<file path="src/rtl/eth_10g_mac_tx_st_mux_rr.sv">
// -----------------------------------------------------------------------------
// eth_10g_mac_tx_st_mux_rr
//
// Purpose:
//   Avalon-ST packet multiplexer for the 10G MAC TX path. It merges several
//   packet streams (user frames, pause/PFC frames, diagnostic generators) onto
//   one MAC TX stream. Arbitration happens only at packet boundaries, so
//   packets are never interleaved. The arbiter is either round-robin or fixed
//   priority (lowest index wins). A single output register stage carries the
//   payload and the index of the source input on out_channel.
//
// Ports:
//   clk                clock, all logic on the rising edge
//   reset              synchronous, active-high reset
//   in_valid/in_ready  per-input handshake (NUM_INPUTS bits each)
//   in_data            input i at [i*DATA_WIDTH +: DATA_WIDTH]
//   in_error           input i at [i*ERROR_WIDTH +: ERROR_WIDTH]
//   in_startofpacket   per-input SOP
//   in_endofpacket     per-input EOP
//   in_empty           input i at [i*EMPTY_WIDTH +: EMPTY_WIDTH]
//   out_valid/out_ready output handshake
//   out_data, out_error, out_startofpacket, out_endofpacket, out_empty
//                      registered payload of the selected input
//   out_channel        index of the source input of the current output beat
//   grant_locked       high while a packet is in progress (status only)
// -----------------------------------------------------------------------------
module eth_10g_mac_tx_st_mux_rr #(
  parameter int NUM_INPUTS    = 2,
  parameter int CHANNEL_WIDTH = 1,
  parameter int DATA_WIDTH    = 64,
  parameter int EMPTY_WIDTH   = 3,
  parameter int ERROR_WIDTH   = 2,
  parameter int ARB_MODE      = 0
) (
  input  logic                              clk,
  input  logic                              reset,
  input  logic [NUM_INPUTS-1:0]             in_valid,
  output logic [NUM_INPUTS-1:0]             in_ready,
  input  logic [NUM_INPUTS*DATA_WIDTH-1:0]  in_data,
  input  logic [NUM_INPUTS*ERROR_WIDTH-1:0] in_error,
  input  logic [NUM_INPUTS-1:0]             in_startofpacket,
  input  logic [NUM_INPUTS-1:0]             in_endofpacket,
  input  logic [NUM_INPUTS*EMPTY_WIDTH-1:0] in_empty,
  output logic                              out_valid,
  input  logic                              out_ready,
  output logic [DATA_WIDTH-1:0]             out_data,
  output logic [ERROR_WIDTH-1:0]            out_error,
  output logic                              out_startofpacket,
  output logic                              out_endofpacket,
  output logic [EMPTY_WIDTH-1:0]            out_empty,
  output logic [CHANNEL_WIDTH-1:0]          out_channel,
  output logic                              grant_locked
);

  localparam int SEL_W = (NUM_INPUTS > 1) ? $clog2(NUM_INPUTS) : 1;

  typedef enum logic [0:0] {
    ST_IDLE   = 1'b0,
    ST_LOCKED = 1'b1
  } state_t;

  state_t           state_r;
  state_t           state_nxt_s;
  logic [SEL_W-1:0] select_r;
  logic [SEL_W-1:0] select_nxt_s;
  logic [SEL_W-1:0] rr_ptr_r;
  logic [SEL_W-1:0] rr_ptr_nxt_s;

  logic             sel_valid_s;
  logic             sel_ready_s;
  logic             sel_eop_s;
  logic             accept_s;
  logic [SEL_W-1:0] pick_idle_s;
  logic [SEL_W-1:0] pick_after_eop_s;

  // Arbitration decision. Round-robin searches ptr+1, ptr+2, ... with wrap;
  // fixed priority takes the lowest valid index. With nothing valid the
  // current selection is kept. Loops run from the least preferred candidate
  // to the most preferred one so the last hit is the winner.
  function automatic logic [SEL_W-1:0] arb_pick(
    input logic [NUM_INPUTS-1:0] valid,
    input logic [SEL_W-1:0]      ptr,
    input logic [SEL_W-1:0]      hold
  );
    logic [SEL_W-1:0] pick;
    logic [SEL_W-1:0] idx;
    pick = hold;
    if (ARB_MODE == 1) begin
      for (int i = NUM_INPUTS - 1; i >= 0; i--) begin
        if (valid[i]) pick = SEL_W'(i);
        else          pick = pick;
      end
    end else begin
      for (int k = NUM_INPUTS; k >= 1; k--) begin
        idx = SEL_W'((int'(ptr) + k) % NUM_INPUTS);
        if (valid[idx]) pick = idx;
        else            pick = pick;
      end
    end
    return pick;
  endfunction

  // Handshake on the currently selected input.
  always_comb begin
    sel_valid_s      = in_valid[select_r];
    sel_eop_s        = in_endofpacket[select_r];
    sel_ready_s      = out_ready | ~out_valid;
    accept_s         = sel_valid_s & sel_ready_s;
    pick_idle_s      = arb_pick(in_valid, rr_ptr_r, select_r);
    // After an EOP the pointer moves to the finishing input, so the next
    // decision is made against that updated pointer (no bubble between packets).
    pick_after_eop_s = arb_pick(in_valid, select_r, select_r);
  end

  // Back-pressure: only the selected input may see ready; the rest are held.
  always_comb begin
    in_ready           = {NUM_INPUTS{1'b0}};
    in_ready[select_r] = sel_ready_s;
  end

  // Next-state logic for the packet lock, selection and round-robin pointer.
  always_comb begin
    state_nxt_s  = state_r;
    select_nxt_s = select_r;
    rr_ptr_nxt_s = rr_ptr_r;
    case (state_r)
      ST_IDLE: begin
        if (accept_s && !sel_eop_s) begin
          // First beat of a multi-beat packet: freeze the selection.
          state_nxt_s  = ST_LOCKED;
          rr_ptr_nxt_s = select_r;
        end else if (accept_s) begin
          // Single-beat packet: stay idle but rotate the pointer.
          rr_ptr_nxt_s = select_r;
          select_nxt_s = pick_after_eop_s;
        end else begin
          select_nxt_s = pick_idle_s;
        end
      end
      ST_LOCKED: begin
        if (accept_s && sel_eop_s) begin
          state_nxt_s  = ST_IDLE;
          rr_ptr_nxt_s = select_r;
          select_nxt_s = pick_after_eop_s;
        end else begin
          state_nxt_s  = ST_LOCKED;
        end
      end
      default: begin
        state_nxt_s  = ST_IDLE;
        select_nxt_s = {SEL_W{1'b0}};
        rr_ptr_nxt_s = SEL_W'(NUM_INPUTS - 1);
      end
    endcase
  end

  // Arbiter state registers; the pointer resets to the last input so input 0 wins first.
  always_ff @(posedge clk) begin
    if (reset) begin
      state_r  <= ST_IDLE;
      select_r <= {SEL_W{1'b0}};
      rr_ptr_r <= SEL_W'(NUM_INPUTS - 1);
    end else begin
      state_r  <= state_nxt_s;
      select_r <= select_nxt_s;
      rr_ptr_r <= rr_ptr_nxt_s;
    end
  end

  // Output register stage: load on acceptance, drain on out_ready, else hold.
  always_ff @(posedge clk) begin
    if (reset) begin
      out_valid         <= 1'b0;
      out_data          <= {DATA_WIDTH{1'b0}};
      out_error         <= {ERROR_WIDTH{1'b0}};
      out_startofpacket <= 1'b0;
      out_endofpacket   <= 1'b0;
      out_empty         <= {EMPTY_WIDTH{1'b0}};
      out_channel       <= {CHANNEL_WIDTH{1'b0}};
    end else if (accept_s) begin
      out_valid         <= 1'b1;
      out_data          <= in_data[select_r*DATA_WIDTH +: DATA_WIDTH];
      out_error         <= in_error[select_r*ERROR_WIDTH +: ERROR_WIDTH];
      out_startofpacket <= in_startofpacket[select_r];
      out_endofpacket   <= sel_eop_s;
      out_empty         <= in_empty[select_r*EMPTY_WIDTH +: EMPTY_WIDTH];
      out_channel       <= CHANNEL_WIDTH'(select_r);
    end else if (out_ready) begin
      out_valid         <= 1'b0;
    end else begin
      out_valid         <= out_valid;
    end
  end

  assign grant_locked = (state_r == ST_LOCKED);

endmodule

</file>
<file path="config.mk">
export PLATFORM = sky130hd
export DESIGN_NAME = eth_10g_mac_tx_st_mux_rr
export DESIGN_NICKNAME = d
export VERILOG_FILES = /design/src/rtl/eth_10g_mac_tx_st_mux_rr.sv
export SDC_FILE = /design/constraint.sdc
export NUM_CORES = 1
export LEC_CHECK = 0
export BUFFER_PORTS_ARGS = -buffer_cell sky130_fd_sc_hd__buf_2
export CORE_UTILIZATION = 40
export DETAILED_ROUTE_END_ITERATION = 10
export PLACE_DENSITY = 0.77
export SETUP_SLACK_MARGIN = 0.4
export SYNTH_ARGS = -nofsm -noshare
export SYNTH_HDL_FRONTEND = slang
export SYNTH_SLANG_ARGS = --single-unit
</file>
<file path="constraint.sdc">
create_clock -name clk -period 1.3 [get_ports clk]
set_clock_uncertainty 0.05 [all_clocks]
set_input_delay 0.26 -clock clk [delete_from_list [all_inputs] [get_ports clk]]
set_output_delay 0.26 -clock clk [all_outputs]
set_load 0.01 [all_outputs]
</file>
==> results of run 1 <==
through the flow:
stage / hold WS, ps / area, µm² / setup TNS (ps) / worst slack, ps
finish: 172 / 6670 / -15060 / -274
global route: 156 / 6670 / -19260 / -312
CTS: 144 / 6420 / -14140 / -239
detailed placement: 425 / 5190 / -10810 / -231
global placement: 414 / 5190 / -8230 / -154
floorplan: 346 / 3890 / -6320 / -97.5
critical path, cell delays in order, from the launching register on:
cell      delay (ps)
dfxtp_2          330
and2b_2          220
buf_6            130
nor2_4           140
buf_12           180
buf_12           170
nor2_1            70
a211oi_2         200
per-layer routing:
metal	wire length (µm)	global-route usage	vias to the layer above
met5	0	0	-
met4	189	0.0701	0
met3	731	0.0647	17
met2	6480	0.437	147
met1	4240	0.212	1732
li1	-	-	1804
cell usage in the layout (no fill, tap or decap), types with 2 or more instances in the layout:
master,instances
dfxtp_4,3
buf_4,46
buf_12,13
nor2_1,47
mux2i_2,3
clkbuf_16,2
nor2_4,5
buf_2,146
buf_6,82
a211oi_2,73
inv_1,3
bufinv_16,3
buf_16,3
nor2_2,25
buf_8,2
clkbuf_8,11
mux2i_1,69
o21ai_0,2
dfxtp_1,2
dfxtp_2,71
worst max-delay path by stage:
stage                           endpoint  slack, ps  cells past startpoint
2_1_floorplan      select_r$_SDFFE_PP0P_       -100                      5
3_3_place_gp       select_r$_SDFFE_PP0P_       -150                      5
3_5_place_dp       select_r$_SDFFE_PP0P_       -230                      5
4_1_cts                      in_ready[1]       -240                      4
5_1_grt        out_data[28]$_SDFFE_PP0N_       -310                      7
6_report       out_data[38]$_SDFFE_PP0N_       -270                      7
cell type report:
class	instances	area, µm²	share of cell area
multi-input combinational	238	2200	0.330
tap	111	139	0.0208
inverter	3	11.3	0.00169
clock inverter	3	90.1	0.0135
sequential	76	1620	0.243
timing repair buffer	294	2430	0.364
clock buffer	12	176	0.0264
what timing repair did:
| item | CTS | global route |
|---|---|---|
| cloned | 4 | 1 |
| resized for setup | 188 | 23 |
| setup endpoints to repair | 152 | 152 |
| buffers inserted | 22 | 18 |
| pin swaps | 18 | 3 |
kinds of logic after synthesis:
| logic type | after synthesis |
|---|---|
| mux | 74 |
| compound gates | 80 |
| simple gates | 84 |
| buf+inv | 37 |
| flops | 76 |
state kept, by name (all words and copies together) (netlist names), named ones only:
name,count
out_channel,1
out_data,64
out_empty,3
out_endofpacket,1
out_error,2
out_startofpacket,1
out_valid,1
rr_ptr_r,1
select_r,1
power by group through the flow:
stage	combinational (µW)	clock (µW)	sequential, µW
2_1_floorplan	1600	0	3020
3_3_place_gp	2500	0	2880
3_5_place_dp	2590	0	2890
4_1_cts	3350	2410	2980
5_1_grt	3800	2520	3030
6_report	3580	2360	3000
==> flow_summary.yaml, run 1 <==
outcome:
  status: "complete, but fails checks"
  violations: "negative setup slack"
yosys:
  ys_seq_elements: 76
  post-synth-top-area-cell: "dfxtp_1"
  async_reset_ff_frac: 0
  ys_types: 23
  synth_commonest_cells: "76 x dfxtp_1, 76 x nor2_1, 72 x mux2i_1, 71 x a211oi_2, 19 x buf_2"
  synth_top_family_by_area: "compound AO/OA/AOI/OAI gates"
  postSynthCellCount: 351
  synthAdderAreaFrac: 0
  postSynthAreaPerCell_um2: 10.8
  synth_area_um2: 3800
  ys_seq_area_frac: 0.401
  synthTopCellsByArea: "dfxtp_1 40%, a211oi_2 23%, mux2i_1 19%, nor2_1 7.5%, buf_6 2.7%"
  synth_nets: 498
  synth-main-ff-cell: "dfxtp_1"
  ys_warn_count: 0
  synth_mux_area_frac: 0.196
  synth_xor_area_frac: 0
  synth_simple_gate_area_share: 0.0910
  synth-compound-area-share: 0.251
  synth_top_area_frac: 0.401
  synth_edf_count: 0
sta:
  hold_viol_final: 0
  slew_headroom: 0.655
  max_freq_ghz: 0.635
  rsz0062_at_grt: "yes"
  worst_slack_ps: -274
  finalCritPeriodShare: 1.21
  worst_pin_slew_ps: 518
  drv_slew: 0
  setup_viol_count_final: 76
  post-route-min-period_ps: 1570
worst_setup_path:
  path_max_fanout: 20
  r2r-start: "out_valid$_SDFFE_PP0P_"
  cp-start-kind: "flop"
  r2r-end: "out_data[38]$_SDFFE_PP0N_"
  endpoint_kind: "flop"
  cp_data_required_time_ps: 1500
  timing.critical_path.from: "out_valid$_SDFFE_PP0P_"
  rrSetupSlack_ps: -270
  worstSetupPathType: "reg2reg"
  reg2reg_depth: 7
  cp.arrival_ps: 1770
grt:
  grt_pass1_vias: 3669
  grt_start_max_net_pins: 35
  track_usage: 0.219
  antenna_found_initial: 0
  grt_pass1_wl_um: 16900
  grt-ovfl-total: 0
finish:
  fillers: 615
  antenna_cells: 0
  finalNonFillerCells: 737
  nets: 769
  area_growth_pct: 75.8
  drive_gt1_frac: 0.796
  final_core_util: 0.726
clocking:
  h-tree-depth: 3
  cts-root-buf: "clkbuf_8"
  clk_pin_slew_ps: 80
  insertion_delay_ps: 340
  cts-buffers-inserted: 9
  cts_tree: "yes"
  cts.sinks: 76
  hold_buffers: 0
  clk_path_buf_depth: 2
route:
  drt-total-wl_um: 11600
  drc: 0
  drtIter0Drc: 107
  drtAntennaViolNets: 0
  dr.pass1.iters: 4
  wl_per_cell_um: 15.8
  vias_per_cell: 5.02
  num_vias: 3700
placed_design:
  port_buffers: 222
  dpl.cell_count: 677
  finalWeightedCongestion: 0.782
  dpl.hpwl_um: 7380
floorplanning:
  core_um2: 9200
  die_w_um: 99.4
  start_util: 0.413
  fp-row-count: 35
  pin_count: 223
  dieArea_um2: 9880
  die_y_um: 99.4
power_and_ir_drop:
  ir_drop_mv: 0.742
  power.density_nw_per_um2: 1340
  intPower_uw: 6250
  switchingPower_uw: 2690
  power_frac_comb: 0.401
  p_leak_uw: 0.00291
  switching_share: 0.301
  power_frac_seq: 0.335
  total_power_uw: 8940
  clkPwrFrac: 0.264
flow_run:
  max_cap_viol_count: 0
worst_hold_path:
  min_to: "rr_ptr_r$_SDFFE_PP1P_"
  min_from: "reset"
  hold_path_class: "in2reg"
  hold_depth: 2
(Power assumes the default switching activity.)
==> run 2, diff against run 1 <==
--- a/config.mk
+++ b/config.mk
@@ -6,9 +6,9 @@
 export NUM_CORES = 1
 export LEC_CHECK = 0
 export BUFFER_PORTS_ARGS = -buffer_cell sky130_fd_sc_hd__buf_2
-export CORE_UTILIZATION = 40
+export CORE_UTILIZATION = 47
 export DETAILED_ROUTE_END_ITERATION = 10
-export PLACE_DENSITY = 0.77
+export PLACE_DENSITY = 0.85
 export SETUP_SLACK_MARGIN = 0.4
 export SYNTH_ARGS = -nofsm -noshare
 export SYNTH_HDL_FRONTEND = slang
==> constraint.sdc (replaced) <==
create_clock -name clk -period 1.9 [get_ports clk]
set_clock_uncertainty 0.05 [all_clocks]
set_input_delay 0.38 -clock clk [delete_from_list [all_inputs] [get_ports clk]]
set_output_delay 0.38 -clock clk [all_outputs]
set_load 0.01 [all_outputs]
==> run 2 against run 1 <==
Net effect:
- the flow now finishes without violations
- clock power down 38%
- flip-flop and latch count unchanged
- wire length down 4.3%
- utilization rose by 1.0 points
- hold slack gained 140 ps
- clock-buffer cell count grew 1
- die area is 15% lower
- largest cell class is now multi-input gates
==> flow_summary.yaml, run 2 (same netlist as run 1, synthesis figures left out) <==
finish:
  largest_reg_flops: 64
  nets: 735
  finalNonFillerCells: 695
  final_common_cell: "buf_2"
  largest_register: "out_data"
  fillers: 539
  final_cell_area_um2: 5710
  drive_gt1_frac: 0.612
  mostFrequentLayoutCells: "220 x buf_2, 74 x a211oi_2, 74 x dfxtp_1"
  antenna_cells: 0
  top_regs: "out_data (64), out_empty (3), out_error (2)"
  area_growth_pct: 50.5
sta:
  rsz0062_at_grt: "yes"
  setup_viol_count_final: 0
  post-route-min-period_ps: 1550
  max_freq_ghz: 0.646
  hold_ws_ps: 313
  hold_viol_final: 0
  finalCritPeriodShare: 0.815
  worst_pin_slew_ps: 473
  finalSetupTns_ps: 0
  drv_slew: 0
  slew_headroom: 0.685
clocking:
  clk_pin_slew_ps: 80
  cts-root-buf: "clkbuf_8"
  cts.sinks: 76
  cts_tree: "yes"
  clk_path_buf_depth: 2
  cts-buffers-inserted: 9
  insertion_delay_ps: 330
  h-tree-depth: 3
  hold_buffers: 0
worst_hold_path:
  hold_path_class: "in2reg"
floorplanning:
  fp-row-count: 32
  die_y_um: 91.9
  core_um2: 7770
  dieArea_um2: 8440
  start_util: 0.489
  pin_count: 223
  die_w_um: 91.9
worst_setup_path:
  endpoint_kind: "output port"
  path_max_fanout: 6
  worstSetupPathType: "reg2out"
  cp_data_required_time_ps: 1470
  cp-start-kind: "flop"
  cp.arrival_ps: 1120
  crit_path_max_incr_delay_ps: 330
  cp_slowest_cell: "dfxtp_2"
  cp_cell_sequence: "and2b_4 > nor2_4 > buf_6"
grt:
  grt_pass1_wl_um: 15400
  grt_pass1_vias: 3375
  grt-ovfl-total: 0
  antenna_found_initial: 0
  grt_start_max_net_pins: 38
  track_usage: 0.230
route:
  drtIter0Drc: 83
  drt-total-wl_um: 11100
  wl_per_cell_um: 16.0
  drc: 0
  drtAntennaViolNets: 0
  dr.pass1.iters: 4
  vias_per_cell: 5.30
  num_vias: 3683
power_and_ir_drop:
  power.density_nw_per_um2: 955
  ir_drop_mv: 0.501
  p_leak_uw: 0.00259
placed_design:
  dpl.cell_count: 654
  dpl.hpwl_um: 7060
  port_buffers: 222
  finalWeightedCongestion: 0.761
  dpl_cell_area_um2: 4970
outcome:
  status: "finished, final reports clean"
flow_run:
  max_cap_viol_count: 0
-- run 2: path summary, 6_finish.rpt --
check / start / endpoint / slack [ps] / cells past startpoint
hold / removal: in_valid[1] / out_channel$_SDFFE_PP0N_ / 310 / 3
setup reg to reg: select_r$_SDFFE_PP0P_ / select_r$_SDFFE_PP0P_ / 380 / 5
setup / recovery: out_valid$_SDFFE_PP0P_ / in_ready[1] / 350 / 3
hold reg to reg: out_channel$_SDFFE_PP0N_ / out_channel$_SDFFE_PP0N_ / 460 / 2
-- run 2: repair_timing --
item | 4_1_cts | 5_1_grt
gates cloned | 4 | 9
resized for setup | 15 | 20
pin swaps | 2 | 17
setup endpoints to repair | 66 | 53
setup buffers | 11 | 1
-- run 2: worst max-delay path, delay by kind of cell, from the launching register on --
family / cells / cell delay [ps]
simple gates: 2 / 340
flops: 1 / 330
buf+inv: 1 / 120
-- run 2: cell type report --
| class | instances | area, µm² | area share |
|---|---|---|---|
| Clock inverter | 3 | 65.1 | 0.0114 |
| Timing Repair Buffer | 260 | 1700 | 0.298 |
| Clock buffer | 13 | 180 | 0.0315 |
| Sequential cell | 76 | 1530 | 0.267 |
| Inverter | 3 | 13.8 | 0.00241 |
| Multi-Input combinational cell | 238 | 2100 | 0.368 |
| Tap cell | 102 | 128 | 0.0223 |
-- run 2: metal layers --
metal / GRT usage / up-vias / routed length, µm
met5: 0 / - / 0
met1: 0.256 / 1745 / 4240
met3: 0.0489 / 29 / 778
met2: 0.415 / 159 / 5780
li1: - / 1750 / -
met4: 0.108 / 0 / 337
-- run 2: stage by stage --
step	power, µW	util	setup slack (ps)
3_3_place_gp	3550	0.640	210
3_5_place_dp	3620	0.640	132
2_1_floorplan	3100	-	421
5_1_grt	5710	0.736	303
4_1_cts	5290	0.705	298
6_report	5460	0.736	351
-- run 2: power breakdown --
group	total (µW)	internal, µW	switching, µW	leakage, µW
clock	1470	891	580	0.000125
sequential	1950	1820	124	0.000632
combinational	2040	1020	1020	0.00183
total	5460	3730	1730	0.00259
